--- src/rtl/periph_stream_mux_pkg.sv ---
// Shared types and constants for periph_stream_mux.
// FSM encoding: RUN (forwarding on cur_sel), SWITCH (draining before committing a new channel).
package periph_stream_mux_pkg;

  typedef enum logic [0:0] {
    RUN    = 1'b0,
    SWITCH = 1'b1
  } mux_state_e;

  localparam logic [0:0] ST_RUN    = RUN;
  localparam logic [0:0] ST_SWITCH = SWITCH;

endpackage

--- src/rtl/periph_stream_mux_if.sv ---
// Stream bundle for periph_stream_mux: NCH valid/ready inputs and one registered output.
//   in_data   : NCH*WIDTH, channel i at [i*WIDTH +: WIDTH]
//   in_valid  : per-channel valid      in_ready  : per-channel ready
//   out_data  : output data            out_valid : output valid   out_ready : downstream ready
// slave = mux side, master = producer/consumer side.
interface periph_stream_mux_if #(
  parameter int unsigned NCH   = 4,
  parameter int unsigned WIDTH = 8
);

  logic [NCH*WIDTH-1:0] in_data;
  logic [NCH-1:0]       in_valid;
  logic [NCH-1:0]       in_ready;
  logic [WIDTH-1:0]     out_data;
  logic                 out_valid;
  logic                 out_ready;

  modport master (
    output in_data, in_valid, out_ready,
    input  in_ready, out_data, out_valid
  );

  modport slave (
    input  in_data, in_valid, out_ready,
    output in_ready, out_data, out_valid
  );

endinterface

--- src/rtl/periph_stream_mux_rr_next.sv ---
// periph_rr_next: combinational search for the next valid channel after cur,
// scanning cur+1 upward and wrapping at NCH-1 -> 0; cur itself is not a candidate.
//   cur   : current channel index
//   valid : per-channel valid vector
//   nxt   : next valid channel (cur when none found)
//   found : another valid channel exists
module periph_rr_next #(
  parameter  int unsigned NCH   = 4,
  localparam int unsigned SEL_W = $clog2(NCH)
) (
  input  logic [SEL_W-1:0] cur,
  input  logic [NCH-1:0]   valid,
  output logic [SEL_W-1:0] nxt,
  output logic             found
);

  int unsigned idx;

  // First hit in the rotated scan wins.
  always_comb begin
    nxt   = cur;
    found = 1'b0;
    idx   = 0;
    for (int unsigned k = 1; k < NCH; k++) begin
      idx = (32'(cur) + k) % NCH;
      if (!found && valid[idx]) begin
        found = 1'b1;
        nxt   = SEL_W'(idx);
      end
    end
  end

endmodule

--- src/rtl/periph_stream_mux.sv ---
// periph_stream_mux: NCH-channel registered stream mux; channel switches commit only at
// beat boundaries. Optional round-robin mode under macro PERIPH_STREAM_MUX_RR_EN.
//   clk, rst_n : clock, async active-low reset
//   bus        : stream bundle (slave modport)
//   sel        : requested channel       sel_load : one-cycle switch request
//   rr_mode    : round-robin enable (PERIPH_STREAM_MUX_RR_EN builds only)
//   cur_sel    : committed channel       switching: switch pending
//   sel_err    : one-cycle pulse after a sel_load with sel >= NCH
module periph_stream_mux
  import periph_stream_mux_pkg::*;
#(
  parameter  int unsigned NCH   = 4,
  parameter  int unsigned WIDTH = 8,
  localparam int unsigned SEL_W = $clog2(NCH)
) (
  input  logic             clk,
  input  logic             rst_n,
  periph_stream_mux_if.slave bus,
`ifdef PERIPH_STREAM_MUX_RR_EN
  input  logic             rr_mode,
`endif
  input  logic [SEL_W-1:0] sel,
  input  logic             sel_load,
  output logic [SEL_W-1:0] cur_sel,
  output logic             switching,
  output logic             sel_err
);

  logic [0:0]       state_q, state_d;
  logic [SEL_W-1:0] cur_q, cur_d;
  logic [SEL_W-1:0] pend_q, pend_d;
  logic [SEL_W-1:0] eff_pend;
  logic [WIDTH-1:0] data_q, data_d;
  logic             full_q, full_d;
  logic             err_q, err_d;
  logic [WIDTH-1:0] chan_data;
  logic             accept, drain, sel_ok, rr_active;
  logic [NCH-1:0]   in_ready_c;

`ifdef PERIPH_STREAM_MUX_RR_EN
  logic [SEL_W-1:0] rr_nxt;
  logic             rr_found;

  periph_rr_next #(.NCH(NCH)) u_rr_next (
    .cur   (cur_q),
    .valid (bus.in_valid),
    .nxt   (rr_nxt),
    .found (rr_found)
  );

  assign rr_active = rr_mode;
`else
  assign rr_active = 1'b0;
`endif

  assign sel_ok = (32'(sel) < NCH);

  // Handshake qualifiers; ready depends only on state and out_ready.
  always_comb begin
    chan_data = bus.in_data[32'(cur_q)*WIDTH +: WIDTH];
    accept    = (state_q == ST_RUN) && bus.in_valid[cur_q] && (!full_q || bus.out_ready);
    drain     = full_q && bus.out_ready;
  end

  // Per-channel ready, forced low while reset is asserted.
  always_comb begin
    in_ready_c = '0;
    for (int unsigned i = 0; i < NCH; i++) begin
      in_ready_c[i] = rst_n && (state_q == ST_RUN) && (32'(cur_q) == i)
                      && (!full_q || bus.out_ready);
    end
  end

  // Next-state and datapath.
  always_comb begin
    state_d  = state_q;
    cur_d    = cur_q;
    pend_d   = pend_q;
    data_d   = data_q;
    full_d   = full_q;
    err_d    = 1'b0;
    eff_pend = pend_q;

    if (accept) begin
      data_d = chan_data;
      full_d = 1'b1;
    end else if (drain) begin
      full_d = 1'b0;
    end

    case (state_q)
      ST_RUN: begin
        if (sel_load && !rr_active) begin
          if (!sel_ok) begin
            err_d = 1'b1;
          end else if (sel != cur_q) begin
            pend_d  = sel;
            state_d = ST_SWITCH;
          end
        end
`ifdef PERIPH_STREAM_MUX_RR_EN
        // Accepted beat already sits in the register, so advance without SWITCH.
        if (rr_active && accept && rr_found) begin
          cur_d = rr_nxt;
        end
`endif
      end
      ST_SWITCH: begin
        // Last valid request wins, even in the commit cycle.
        if (sel_load && !rr_active) begin
          if (!sel_ok) begin
            err_d = 1'b1;
          end else begin
            pend_d   = sel;
            eff_pend = sel;
          end
        end
        if (!full_q || drain) begin
          cur_d   = eff_pend;
          state_d = ST_RUN;
        end
      end
      default: state_d = ST_RUN;
    endcase
  end

  always_ff @(posedge clk or negedge rst_n) begin
    if (!rst_n) begin
      state_q <= ST_RUN;
      cur_q   <= '0;
      pend_q  <= '0;
      data_q  <= '0;
      full_q  <= 1'b0;
      err_q   <= 1'b0;
    end else begin
      state_q <= state_d;
      cur_q   <= cur_d;
      pend_q  <= pend_d;
      data_q  <= data_d;
      full_q  <= full_d;
      err_q   <= err_d;
    end
  end

  assign bus.in_ready  = in_ready_c;
  assign bus.out_data  = data_q;
  assign bus.out_valid = full_q;
  assign cur_sel       = cur_q;
  assign switching     = (state_q == ST_SWITCH);
  assign sel_err       = err_q;

endmodule

--- src/flat_wrapper.sv ---
// flat-port wrapper written by rule: the top's interface ports become plain ports
module periph_stream_mux_flat import periph_stream_mux_pkg::*;
#(
  parameter  int unsigned NCH   = 4,
  parameter  int unsigned WIDTH = 8,
  localparam int unsigned SEL_W = $clog2(NCH)
)
  (clk, rst_n, sel, sel_load, cur_sel, switching, sel_err, bus_in_data, bus_in_valid, bus_out_ready, bus_in_ready, bus_out_data, bus_out_valid);
  periph_stream_mux_if #(.NCH(NCH), .WIDTH(WIDTH)) bus_i ();
  input  logic clk;
  input  logic rst_n;
  input  logic [SEL_W-1:0] sel;
  input  logic sel_load;
  output logic [SEL_W-1:0] cur_sel;
  output logic switching;
  output logic sel_err;
  input wire logic [$bits(bus_i.in_data)-1:0] bus_in_data;
  input wire logic [$bits(bus_i.in_valid)-1:0] bus_in_valid;
  input wire logic [$bits(bus_i.out_ready)-1:0] bus_out_ready;
  output wire logic [$bits(bus_i.in_ready)-1:0] bus_in_ready;
  output wire logic [$bits(bus_i.out_data)-1:0] bus_out_data;
  output wire logic [$bits(bus_i.out_valid)-1:0] bus_out_valid;
  assign bus_i.in_data = bus_in_data;
  assign bus_i.in_valid = bus_in_valid;
  assign bus_i.out_ready = bus_out_ready;
  assign bus_in_ready = bus_i.in_ready;
  assign bus_out_data = bus_i.out_data;
  assign bus_out_valid = bus_i.out_valid;
  periph_stream_mux #(.NCH(NCH), .WIDTH(WIDTH)) u_core (.clk(clk), .rst_n(rst_n), .bus(bus_i), .sel(sel), .sel_load(sel_load), .cur_sel(cur_sel), .switching(switching), .sel_err(sel_err));
endmodule
--- config.mk ---
export PLATFORM = sky130hd
export DESIGN_NAME = periph_stream_mux_flat
export DESIGN_NICKNAME = d
export VERILOG_FILES = /design/src/rtl/periph_stream_mux_pkg.sv /design/src/rtl/periph_stream_mux_if.sv /design/src/rtl/periph_stream_mux_rr_next.sv /design/src/rtl/periph_stream_mux.sv /design/src/flat_wrapper.sv
export SDC_FILE = /design/constraint.sdc
export NUM_CORES = 1
export LEC_CHECK = 0
export ABC_AREA = 1
export ABC_CLOCK_PERIOD_IN_PS = 1100
export CAP_MARGIN = 15
export CORE_MARGIN = 2
export CORE_UTILIZATION = 35
export CTS_CLUSTER_SIZE = 20
export DETAILED_ROUTE_END_ITERATION = 10
export PLACE_DENSITY_LB_ADDON = 0.12
export SLEW_MARGIN = 5
export SYNTH_ARGS = -nofsm -noshare
export SYNTH_HDL_FRONTEND = slang
export SYNTH_SLANG_ARGS = --single-unit
--- constraint.sdc ---
create_clock -name clk -period 1.1 [get_ports clk]
set_input_delay 0.165 -clock clk [delete_from_list [all_inputs] [get_ports clk]]
set_output_delay 0.165 -clock clk [all_outputs]
set_load 0.02 [all_outputs]
# After elaboration in Yosys (flattened, before gate mapping)
# Cells that the tools add are included.
# W data, S select, Z words.
dict set report op_classes {
  shifts 1
  reduce_logical 19
  order_cmp 1
  n_mux 12
  n_bitwise 1
  n_eq_ne 6
}
# cell n
set op_table {}
lappend op_table {{$shiftx A32 B6 Y8} 1}
lappend op_table {{$logic_and A1 B1 Y1} 12}
lappend op_table {{$mux W1} 6}
lappend op_table {{$mux W2} 3}
lappend op_table {{$eq A2 B2 Y1 const B} 2}
lappend op_table {{$ne A2 B2 Y1 const B} 2}
lappend op_table {{$pmux W2 S2} 1}
lappend op_table {{$reduce_and A2 Y1} 2}
lappend op_table {{$lt A2 B3 Y1 const B} 1}
lappend op_table {{$bmux W1 S2} 1}
lappend op_table {{$eq A2 B1 Y1 const B} 1}
lappend op_table {{$logic_not A2 Y1} 1}
lappend op_table {{$logic_or A1 B1 Y1} 2}
lappend op_table {{$ne A2 B2 Y1} 1}
lappend op_table {{$pmux W1 S2} 1}
lappend op_table {{$reduce_bool A2 Y1} 1}
lappend op_table {{$logic_not A1 Y1} 1}
lappend op_table {{$not A1 Y1} 1}
dict set report totals {
  register_bits 14
  word_cells 45
  output_inout_bits 17
  in_bits 42
}

# Logic depth before layout (Yosys ltp)
dict set report logic_depth {
  word_depth 5
  mapped_depth 9
  mapped_depth_nobuf 8
}

# Least setup slack after synthesis
# Ideal clock, no wire load.
dict set report synth_timing {
  path_kind {register to output}
  from {register u_core.full_q, in the netlist u_core.bus.out_valid}
  to {output bus_in_ready[0]}
  n_path_buf 1
  setup_slack_ns -0.457
  t_required_ns 0.935
  path_stages_with_launch 7
  t_arrival_ns 1.392
  path_cell_list {dfrtp_1 > inv_1 > nor2_1 > inv_1 > buf_2 > nand3_1 > nor3_1}
}
dict set report synth_via {
  elab_chain_cells 3
}
# element line
set synth_rtl {}
lappend synth_rtl {{start: declaration} periph_stream_mux.sv:34} ;# logic full_q, full_d;
lappend synth_rtl {{start signal: assignment} periph_stream_mux.sv:140} ;# full_q <= full_d;
lappend synth_rtl {{$logic_not A1 Y1} periph_stream_mux.sv:70} ;# && (!full_q || bus.out_ready);
lappend synth_rtl {{$logic_or A1 B1 Y1} periph_stream_mux.sv:70}
lappend synth_rtl {{$logic_and A1 B1 Y1} periph_stream_mux.sv:70}
lappend synth_rtl {{end: declaration} flat_wrapper.sv:20} ;# output wire logic [$bits(bus_i.in_ready)-1:0] bus_in_ready;
# No other way between the ends.

# Worst setup path after layout
# Same ends and word-level chain as after synthesis.

==> flow_summary.yaml <==
global_routing:
  grt_max_degree: 18
  grt_pass1_vias: 1205
  antenna_found_initial: 0
  grt_pass1_wl_um: 5130
  overflow: 0
  grt_use_total_pct: 19.2
floorplanning:
  io_pins: 59
  die_w_um: 59.3
  die_area_sq_um: 3520
  core_sq_um: 2980
  die_h_um: 59.3
  initial_core_util_pct: 36.0
  placementRows: 20
drt:
  drt_first_pass_iters: 4
  viasPerCell: 4.76
  drt-total-wl_um: 3480
  ant_nets: 0
  wire_per_inst_um: 12.2
  vias: 1358
  drcViolationCount: 0
  drtIter0Drc: 60
logic_synthesis:
  yosysWarningCount: 0
  ys_seq_elements: 14
  synth_compound_area_share_pct: 1.87
  synthCells: 169
  synth_top_area_share_pct: 36.1
  synth_area_leaders: "nand2_1 36%, dfrtp_1 33%, nand2_2 4.7%"
  synthXorXnorAreaFrac_pct: 1.64
  synth.avg_cell_area_sq_um: 6.34
  synthAdderAreaFrac_pct: 0
  syn-cell-area_sq_um: 1070
  synthesis.nets: 211
  ys_types: 22
  yosysTopAreaCell: "nand2_1"
  synth.mux.area_fraction_pct: 0.935
  yosys.area_share.simple_pct: 51.8
  ys_seq_area_share_pct: 32.7
  synth_top_family_by_area: "simple AND/OR/NAND/NOR gates"
place:
  dp_slack_ps: -825
  placed_cell_area_sq_um: 1830
  place_congestion: 0.770
  hpwl_um: 2500
  numPortBuffers: 57
  place_inst: 271
sta:
  setup_viol: 20
  finalHoldViolations: 0
  max_freq_mhz: 693
  fin_crit_ps: 1440
  setup_ws_ps: -342
  period_share_pct: 131
  finClkSkew_ps: 8.95
  rsz0062_at_grt: "true"
  drv_slew: 0
worst_setup_path:
  critPathRequiredTime_ps: 940
  crit_type: "reg -> out"
  startpoint_type: "register"
  worstPathArrival_ps: 1280
  path_max_fanout: 4
  ff2ff_path_depth: 9
  cp-end-kind: "output pin"
final_layout:
  syn2layout_area_growth_pct: 92.3
  seq_area_sq_um: 353
  final_cells: 285
  multi_input_area_sq_um: 739
  fillers: 255
  fin_nets: 295
  fin_util_pct: 69.2
  final_common_cell: "nand2_1"
  diodes: 0
  layout_common_cells: "95 x nand2_1, 41 x clkdlybuf4s50_1, 17 x buf_4, 15 x nand2_2, 15 x buf_6"
  design_area_sq_um: 2060
  drive_gt1_share_pct: 33.7
power:
  power.leakage_uw: 0.00107
  power.total_uw: 5270
  pwr_density_cell_nw_per_um2: 2560
  vdd_drop_max_mv: 1.38
clock_tree:
  cts-htree-levels: 1
  cts_max_path_buffers: 2
  cts_tree: "built"
  ctsHoldBuffers: 0
  path_clk_slew_ps: 90
  numCtsBuffers: 3
  cts_num_sinks: 14
  insertion_delay_ps: 290
  clockRootBuffer: "clkbuf_4"
outcome:
  status: "finished, violations left"
  failed_checks: "setup timing"
min_path:
  hp-class: "in -> async"
job:
  maxCapViolCount: 0
## critical path: stages, from the launching register on
cell and delay [ps]:
dfrtp_2 410, inv_2 50, nor2_2 30, inv_2 70, nand3_4 140, nor3_4 160
buf_6 140
## cells in the mapped netlist, drive strengths merged
| cell type | n |
|---|---|
| mux2i | 1 |
| nand2 | 112 |
| xnor2 | 2 |
| conb | 1 |
| buf | 8 |
| nor2 | 3 |
| a21oi | 3 |
| nor3 | 4 |
| nand3 | 4 |
| inv | 6 |
| dfrtp | 14 |
| clkbuf | 1 |
| o21ai | 1 |
| clkinv | 1 |
| nand4 | 8 |
## what timing repair did
item	4_1_cts	5_1_grt
setup endpoints to repair	30	27
resized for setup	91	19
pin swaps	8	11
hold endpoints to repair	0	0
setup buffers	3	7
gates cloned	1	1
## through the flow
stage / hold slack, ps / TNS (ps)
2_1_floorplan: -131 / -1700
3_3_place_gp: 465 / -7440
6_report: 316 / -3830
3_5_place_dp: 466 / -7830
5_1_grt: 329 / -5010
4_1_cts: 319 / -3870
## cell type report
| class | count | share of cell area [%] |
|---|---|---|
| timing repair buffer | 87 | 41.6 |
| multi-input combinational | 140 | 35.9 |
| sequential | 14 | 17.1 |
| tap | 33 | 2.00 |
| clock buffer | 4 | 1.76 |
| inverter | 7 | 1.64 |
## metal layers
layer  GRT usage [%]  part of all wire [%]  vias up
li1                -                     -      692
met1            21.8                    40      620
met2            36.1                    53       42
met3            5.02                   5.3        4
met4            2.92                  0.78        0
met5               0                     0        -
## kinds of logic after synthesis
logic type,count (synthesis)
buffers and inverters,16
XOR/XNOR,2
AND/OR/NAND/NOR,131
multiplexers,1
other,1
flip-flops,14
AO/OA/AOI/OAI,4
## sequential cells by signal, summed over array words and instances, names as in the netlist
name                  count
u_core.bus.out_data       8
u_core.bus.out_valid      1
u_core.cur_sel            2
u_core.switching          1
u_core.pend_q             2
## worst paths after layout
| kind | startpoint | end | slack (ps) |
|---|---|---|---|
| min in group clk | u_core.bus.out_data[1] | u_core.bus.out_data[1] | 480 |
| min | rst_n | u_core.bus.out_data[7] | 320 |
| max reg2reg | u_core.cur_sel[0] | u_core.bus.out_data[2] | -240 |
| max in group asynchronous | rst_n | u_core.cur_sel[0] | 590 |
| min reg2reg | u_core.bus.out_data[1] | u_core.bus.out_data[1] | 480 |
| max | u_core.bus.out_valid | bus_in_ready[0] | -340 |
## report_power, final
group          internal [uW]  switching [uW]  total [uW]
sequential               764             171         935
combinational           1880            2090        3970
clock                    202             171         373
(Power assumes the default switching activity.)
